<file path="config.mk">
export PLATFORM = sky130hd
export DESIGN_NAME = pfd_loop_filter
export DESIGN_NICKNAME = d
export VERILOG_FILES = /design/src/rtl/pfd_loop_filter_pkg.sv /design/src/rtl/pfd_loop_filter_sync2.sv /design/src/rtl/pfd_loop_filter.sv
export SDC_FILE = /design/constraint.sdc
export NUM_CORES = 1
export LEC_CHECK = 0
export ABC_AREA = 1
export CORE_ASPECT_RATIO = 1.75
export CORE_MARGIN = 5
export CORE_UTILIZATION = 55
export DETAILED_ROUTE_END_ITERATION = 6
export DONT_BUFFER_PORTS = 1
export PLACE_DENSITY = 0.68
export SLEW_MARGIN = 10
export SYNTH_ARGS = -nofsm -noshare
export SYNTH_HDL_FRONTEND = slang
export SYNTH_SLANG_ARGS = --single-unit
</file>
<file path="constraint.sdc">
create_clock -name clk -period 4.2 [get_ports clk]
set_input_delay 0.84 -clock clk [delete_from_list [all_inputs] [get_ports clk]]
set_output_delay 0.84 -clock clk [all_outputs]
set_load 0.02 [all_outputs]
</file>
<file path="src/rtl/pfd_loop_filter_pkg.sv">
// rtl/pfd_loop_filter_pkg.sv - shared state encodings and default gains for pfd_loop_filter
// Contents: plf_state_e (IDLE/MEASURE/UPDATE) and PLF_*_DEF default parameter values.
package pfd_loop_filter_pkg;

  typedef enum logic [1:0] {
    PLF_IDLE    = 2'd0,
    PLF_MEASURE = 2'd1,
    PLF_UPDATE  = 2'd2
  } plf_state_e;

  localparam int PLF_W_DEF        = 8;
  localparam int PLF_EW_DEF       = 8;
  localparam int PLF_KP_SHIFT_DEF = 1;
  localparam int PLF_KI_SHIFT_DEF = 3;
  localparam int PLF_INIT_VAL_DEF = 128;
  localparam int PLF_MIN_VAL_DEF  = 2;
  localparam int PLF_MAX_VAL_DEF  = 255;
  localparam int PLF_LOCK_TOL_DEF = 1;
  localparam int PLF_LOCK_CNT_DEF = 4;

endpackage

</file>
<file path="src/rtl/pfd_loop_filter_sync2.sv">
// rtl/pfd_loop_filter_sync2.sv - two-flop synchroniser (module pfd_sync2) with async active-low clear
// Ports: clk - sampling clock; reset - async clear, active low; d - asynchronous level; q - synchronised level.
module pfd_sync2 (
  input  logic clk,
  input  logic reset,
  input  logic d,
  output logic q
);

  logic meta_q, meta_d;
  logic sync_q, sync_d;

  always_comb begin
    meta_d = d;
    sync_d = meta_q;
  end

  always_ff @(posedge clk or negedge reset) begin
    if (!reset) begin
      meta_q <= 1'b0;
      sync_q <= 1'b0;
    end else begin
      meta_q <= meta_d;
      sync_q <= sync_d;
    end
  end

  assign q = sync_q;

endmodule

</file>
<file path="src/rtl/pfd_loop_filter.sv">
// rtl/pfd_loop_filter.sv - PI loop filter turning PFD fast/slow pulse widths into DCO maxVal/duty words
// Ports: clk - system clock; reset - async active-low reset; fast/slow - raw PFD levels;
//        hold - freeze integrator/outputs; maxVal - DCO period word; duty - maxVal>>1;
//        upd - one-cycle strobe on output change; locked - lock indicator.
// Build option: define LOCK_DETECT_EN to build the lock counter; otherwise locked is tied 0.
module pfd_loop_filter
  import pfd_loop_filter_pkg::*;
#(
  parameter int W        = PLF_W_DEF,
  parameter int EW       = PLF_EW_DEF,
  parameter int KP_SHIFT = PLF_KP_SHIFT_DEF,
  parameter int KI_SHIFT = PLF_KI_SHIFT_DEF,
  parameter int INIT_VAL = PLF_INIT_VAL_DEF,
  parameter int MIN_VAL  = PLF_MIN_VAL_DEF,
  parameter int MAX_VAL  = PLF_MAX_VAL_DEF,
  parameter int LOCK_TOL = PLF_LOCK_TOL_DEF,
  parameter int LOCK_CNT = PLF_LOCK_CNT_DEF
) (
  input  logic         clk,
  input  logic         reset,
  input  logic         fast,
  input  logic         slow,
  input  logic         hold,
  output logic [W-1:0] maxVal,
  output logic [W-1:0] duty,
  output logic         upd,
  output logic         locked
);

  // Two guard bits above W+KI_SHIFT keep integ+err and the P+I sum from wrapping before clamping.
  localparam int IW = W + KI_SHIFT + 2;

  localparam logic signed [EW-1:0] ERR_SAT_POS = EW'((1 << (EW - 1)) - 1);
  localparam logic signed [EW-1:0] ERR_SAT_NEG = -ERR_SAT_POS;
  localparam logic signed [EW-1:0] ERR_ONE     = EW'(1);
  localparam logic signed [IW-1:0] INTEG_LO    = IW'(MIN_VAL << KI_SHIFT);
  localparam logic signed [IW-1:0] INTEG_HI    = IW'(MAX_VAL << KI_SHIFT);
  localparam logic signed [IW-1:0] INTEG_INIT  = IW'(INIT_VAL << KI_SHIFT);
  localparam logic signed [IW-1:0] CTRL_LO     = IW'(MIN_VAL);
  localparam logic signed [IW-1:0] CTRL_HI     = IW'(MAX_VAL);
  localparam logic [W-1:0]         VAL_MIN     = W'(MIN_VAL);
  localparam logic [W-1:0]         VAL_MAX     = W'(MAX_VAL);
  localparam logic [W-1:0]         VAL_INIT    = W'(INIT_VAL);

  logic f_s, s_s;

  pfd_sync2 u_sync_fast (
    .clk   (clk),
    .reset (reset),
    .d     (fast),
    .q     (f_s)
  );

  pfd_sync2 u_sync_slow (
    .clk   (clk),
    .reset (reset),
    .d     (slow),
    .q     (s_s)
  );

  plf_state_e           state_q, state_d;
  logic signed [EW-1:0] err_q, err_d;
  logic signed [IW-1:0] integ_q, integ_d;
  logic [W-1:0]         max_val_q, max_val_d;
  logic                 upd_q, upd_d;

  logic signed [IW-1:0] err_ext;
  logic signed [IW-1:0] integ_sum;
  logic signed [IW-1:0] integ_clamped;
  logic signed [IW-1:0] ctrl_raw;
  logic [W-1:0]         ctrl_clamped;

  // Candidate update, valid whenever the FSM sits in UPDATE.
  always_comb begin
    err_ext   = {{(IW - EW){err_q[EW-1]}}, err_q};
    integ_sum = integ_q + err_ext;
    if (integ_sum < INTEG_LO) begin
      integ_clamped = INTEG_LO;
    end else if (integ_sum > INTEG_HI) begin
      integ_clamped = INTEG_HI;
    end else begin
      integ_clamped = integ_sum;
    end
    // Integral term uses the freshly clamped integrator; proportional term uses this pulse only.
    ctrl_raw = (integ_clamped >>> KI_SHIFT) + (err_ext >>> KP_SHIFT);
    if (ctrl_raw < CTRL_LO) begin
      ctrl_clamped = VAL_MIN;
    end else if (ctrl_raw > CTRL_HI) begin
      ctrl_clamped = VAL_MAX;
    end else begin
      ctrl_clamped = ctrl_raw[W-1:0];
    end
  end

  always_comb begin
    state_d   = state_q;
    err_d     = err_q;
    integ_d   = integ_q;
    max_val_d = max_val_q;
    upd_d     = 1'b0;
    case (state_q)
      PLF_IDLE: begin
        if (f_s ^ s_s) begin
          state_d = PLF_MEASURE;
          err_d   = s_s ? ERR_ONE : -ERR_ONE;
        end
      end
      PLF_MEASURE: begin
        if (s_s && !f_s) begin
          if (err_q != ERR_SAT_POS) err_d = err_q + ERR_ONE;
        end else if (f_s && !s_s) begin
          if (err_q != ERR_SAT_NEG) err_d = err_q - ERR_ONE;
        end else if (!f_s && !s_s) begin
          state_d = PLF_UPDATE;
        end
        // f_s && s_s is the PFD reset overlap: err holds, stay measuring.
      end
      PLF_UPDATE: begin
        if (!hold) begin
          integ_d   = integ_clamped;
          max_val_d = ctrl_clamped;
          upd_d     = 1'b1;
        end
        state_d = PLF_IDLE;
        err_d   = '0;
      end
      default: begin
        state_d = PLF_IDLE;
        err_d   = '0;
      end
    endcase
  end

  always_ff @(posedge clk or negedge reset) begin
    if (!reset) begin
      state_q   <= PLF_IDLE;
      err_q     <= '0;
      integ_q   <= INTEG_INIT;
      max_val_q <= VAL_INIT;
      upd_q     <= 1'b0;
    end else begin
      state_q   <= state_d;
      err_q     <= err_d;
      integ_q   <= integ_d;
      max_val_q <= max_val_d;
      upd_q     <= upd_d;
    end
  end

  assign maxVal = max_val_q;
  assign duty   = max_val_q >> 1;
  assign upd    = upd_q;

`ifdef LOCK_DETECT_EN
  localparam int LCW = $clog2(LOCK_CNT + 1);
  localparam logic [LCW-1:0] LOCK_FULL  = LCW'(LOCK_CNT);
  localparam logic [EW-1:0]  LOCK_TOL_V = EW'(LOCK_TOL);

  logic [LCW-1:0] lock_cnt_q, lock_cnt_d;
  logic           locked_q, locked_d;
  logic [EW-1:0]  err_mag;

  // err never reaches the most negative code, so the negation cannot overflow.
  always_comb begin
    err_mag    = err_q[EW-1] ? EW'(-err_q) : EW'(err_q);
    lock_cnt_d = lock_cnt_q;
    locked_d   = locked_q;
    if (state_q == PLF_UPDATE && !hold) begin
      if (err_mag <= LOCK_TOL_V) begin
        if (lock_cnt_q != LOCK_FULL) lock_cnt_d = lock_cnt_q + 1'b1;
      end else begin
        lock_cnt_d = '0;
      end
      locked_d = (lock_cnt_d == LOCK_FULL);
    end
  end

  always_ff @(posedge clk or negedge reset) begin
    if (!reset) begin
      lock_cnt_q <= '0;
      locked_q   <= 1'b0;
    end else begin
      lock_cnt_q <= lock_cnt_d;
      locked_q   <= locked_d;
    end
  end

  assign locked = locked_q;
`else
  logic unused_lock_cfg;
  assign unused_lock_cfg = ^{LOCK_TOL, LOCK_CNT};
  assign locked = 1'b0;
`endif

endmodule

</file>
==> results.md <==
Timing:
- The transition time at the pin with the least slew margin is 0.767 ns.
- The clock tree skew after final layout is 0.00311 ns.
- The total negative slack is 0 ns.
- Setup violations remaining at the end of the flow were counted as 0.
- The post-layout worst setup margin is 0.215 ns.
- Of the available clock period, the critical path in the final layout requires 94.9%.
- The maximum clock frequency is 0.251 GHz.
- Subtracting the final worst setup slack from the clock period gives 3.98 ns.
- The total count of max-transition violations in the final report is 0.
- The number of hold violations in the final report was 0.
- The worst pin sits at a relative slew slack of 48.8%.

Worst setup path:
- STA classifies the critical path endpoint as a flop.
- Along the worst path, the maximum fanout reaches 6.
- The critical path's most frequent cell is sky130_fd_sc_hd__nand2_1.
- The master of the slowest instance on the critical path is sky130_fd_sc_hd__dfrtp_1.
- The setup path with the least slack is of type reg -> reg.
- The critical path data arrival time is 4.14 ns.
- The startpoint type of the worst setup path is a flop.
- The worst stage delay on the critical path is 0.36 ns.
- The endpoint required time on the critical path is 4.36 ns.

Detailed routing:
- In the final routed layout, each cell accounts on average for 14.2 microns.
- The sum of routed wire length over all layers is 8.26 mm.
- The initial DRC count is 162.
- The number of DRC violations after detailed routing is 0.
- Before antenna repair, the detailed router went through 4 iterations.
- The detailed router placed 3,156 vias in this run.
- The antenna violation net count after detailed routing is 0.
- Dividing the detail-routed via count by the number of cells gives 5.41.

Yosys:
- The commonest cells after synthesis are sky130_fd_sc_hd__nand2_1, sky130_fd_sc_hd__inv_1, sky130_fd_sc_hd__nand3_1.
- The dominant cell type by area after synthesis is sky130_fd_sc_hd__dfrtp_1.
- After synthesis the netlist holds a flip-flop and latch count of 36.
- The post-synthesis cell type count is 37.
- The average cell area after synthesis is 6.76 sq um.
- The cell count after synthesis is 489.
- The count of yosys warnings during synthesis is 0.
- The fraction of registers with async set or reset after synthesis is 100%.
- In the post-synthesis netlist, the cell with the most instances is sky130_fd_sc_hd__nand2_1.
- The number of flops mapped to enable cells by yosys is 0.
- The post-synthesis instance area is 3300 sq um.
- The part of the Yosys area used for sequential elements is 27.3%.
- Ranked by total cell area, the synthesized netlist is headed by sky130_fd_sc_hd__dfrtp_1, sky130_fd_sc_hd__nand2_1, sky130_fd_sc_hd__ha_1.
- In this run the biggest area consumer among cell types represents 25.7% of the synthesized area.
- For this run, the leading register cell type out of synthesis is sky130_fd_sc_hd__dfrtp_1.

Status:
- The flow ran to the end, and the final reports show no timing, DRC or antenna violations.

Cells and area:
- For this run, the post-layout net count is 543.
- The multi-input combinational cells in the finished layout cover a total of 2100 sq um.
- Across the whole layout, storage elements account for 905 sq um.
- The fraction of layout instances using a drive strength above 1 is 12.9%.
- The area growth from synthesis to layout is 9.47%.
- Measured on the finished design, the core utilization comes to 61.5%.
- The number of fill cells in the layout is 584.
- The post-route non-filler standard cell count is 583.
- 0 antenna diodes ended up in the layout.

Placed design:
- The detailed-placement wirelength estimate is 6.48 mm.
- The number of buffers inserted by port buffering is 0.
- The routability congestion estimate from global placement is 0.898.
- At the placement stage, the worst setup path has a slack of 0.0629 ns.
- The placed cell count is 565.

Floorplan:
- In this run the core area contains 37 standard-cell rows.
- The die covers 7720 sq um.
- Once the floorplan was initialized, standard cells occupied 56.2% of the core.
- 23 I/O pins were placed.
- The core region is 5880 sq um.
- The overall die height is 113 microns.
- In this run the horizontal extent of the chip is 68.6 microns.

CTS:
- TritonCTS built the clock tree.
- The TritonCTS buffer count is 5.
- For the worst-skew pair, the clock arrives at the later sink with an insertion delay of 0.31 ns.
- The tree built by TritonCTS fans out to 36 sinks.
- After clock tree synthesis, the clock-pin slew on the worst setup and hold paths is 0.07 ns.
- In this run the clock root is driven by a sky130_fd_sc_hd__clkbuf_8.
- The number of buffers on the longest clock path is 2.
- The H-tree depth is 2.

GRT:
- The initial antenna violation count was 0.
- The pin count of the biggest net entering global routing is 37.
- The via count of the first global-routing pass was 3,216.
- For this run, the total global-route usage over all layers was measured as 24.0%.
- After global routing the overflow that remains totals 0.
- The first global-routing pass estimated 14.2 mm of wire.

Flow run:
- The number of violations of the max-capacitance limit is 0.

Hold path:
- In this run the worst hold path is classified as in -> async.
[registers in the layout (all words and copies together) (netlist names)]
register / flops
u_sync_slow.q: 1
u_sync_slow.meta_q: 1
u_sync_fast.meta_q: 1
state_q: 2
u_sync_fast.q: 1
integ_q: 13
upd: 1
maxVal: 8
err_q: 8
[kinds of logic (layout without fill, tap and decap cells)]
family	Yosys count	in the layout	synth area share, %
AOI/OAI and AO/OA	56	57	9.77
xor gates and xnor gates	9	9	2.39
adders and majority gates	34	34	13.6
buffers and inverters	88	100	11.2
DFF	36	36	27.3
other	1	4	0.113
and+or+nand+nor	265	265	35.6
[placed cells by master (no fill, tap or decap), types with 3 or more instances in the layout]
cell type / count
sky130_fd_sc_hd__nand2_2: 9
sky130_fd_sc_hd__a21oi_1: 27
sky130_fd_sc_hd__buf_4: 17
sky130_fd_sc_hd__nand3_1: 41
sky130_fd_sc_hd__xor2_1: 5
sky130_fd_sc_hd__nor2_1: 28
sky130_fd_sc_hd__xnor2_1: 4
sky130_fd_sc_hd__inv_2: 7
sky130_fd_sc_hd__nand2_1: 147
sky130_fd_sc_hd__conb_1: 4
sky130_fd_sc_hd__nand3b_1: 3
sky130_fd_sc_hd__inv_1: 68
sky130_fd_sc_hd__o21ai_0: 13
sky130_fd_sc_hd__nor4_1: 4
sky130_fd_sc_hd__nor2_2: 3
sky130_fd_sc_hd__a31oi_1: 4
sky130_fd_sc_hd__dfrtp_1: 33
sky130_fd_sc_hd__ha_1: 27
sky130_fd_sc_hd__clkbuf_8: 5
sky130_fd_sc_hd__ha_2: 4
sky130_fd_sc_hd__a21oi_2: 3
sky130_fd_sc_hd__nor3_1: 5
sky130_fd_sc_hd__a22oi_1: 4
sky130_fd_sc_hd__nand4_1: 13
[path summary, 6_finish.rpt]
path	start	end	slack (ns)	depth (start not counted)
min in group clk	u_sync_slow.meta_q	u_sync_slow.q	0.36	0
worst max register to register	integ_q[0]	maxVal[6]	0.22	25
worst min register to register	u_sync_slow.meta_q	u_sync_slow.q	0.36	0
max in group asynchronous	reset	integ_q[10]	3.79	0
worst min-delay path	reset	err_q[4]	0.22	0
worst max-delay path	integ_q[0]	maxVal[6]	0.22	25
[per-layer routing]
metal  track usage [%]  routed length [microns]  vias to the layer above
met2              43.4                     4520                       51
met5                 0                        0                        -
met3              3.30                      201                       20
met4              12.1                      303                        0
li1                  -                        -                     1604
met1              25.7                     3240                     1481
[metrics by stage]
stage	hold WS [ns]	cell area, sq um
floorplan	0.331	3320
global placement	0.338	3380
detailed placement	0.338	3380
CTS	0.216	3490
global route	0.208	3620
finish	0.221	3620
[area by class of cell]
cell class | instances | area share, %
clock buffer | 6 | 2.01
clock inverter | 2 | 0.969
inverter | 75 | 7.78
multi-input combinational | 369 | 58.0
sequential | 36 | 25.0
tap | 78 | 2.70
timing repair buffer | 17 | 3.53
[what timing repair did]
action / in CTS / in global routing
gates resized for setup: 0 / 16
hold buffers: 0 / 0
endpoints found under the setup margin: 0 / 8
buffers inserted: 0 / 9
[worst max-delay path, delay by kind of cell (launching register included)]
family | cells | cell delay (ns)
DFF | 1 | 0.36
adders and majority gates | 4 | 1.09
AOI/OAI and AO/OA | 3 | 0.29
and+or+nand+nor | 14 | 1.60
buffers and inverters | 3 | 0.34
xor gates and xnor gates | 1 | 0.15
Power is left out: the tool's default activity adds up to more than one toggle a clock period on the data nets, which glitch-free logic cannot reach.
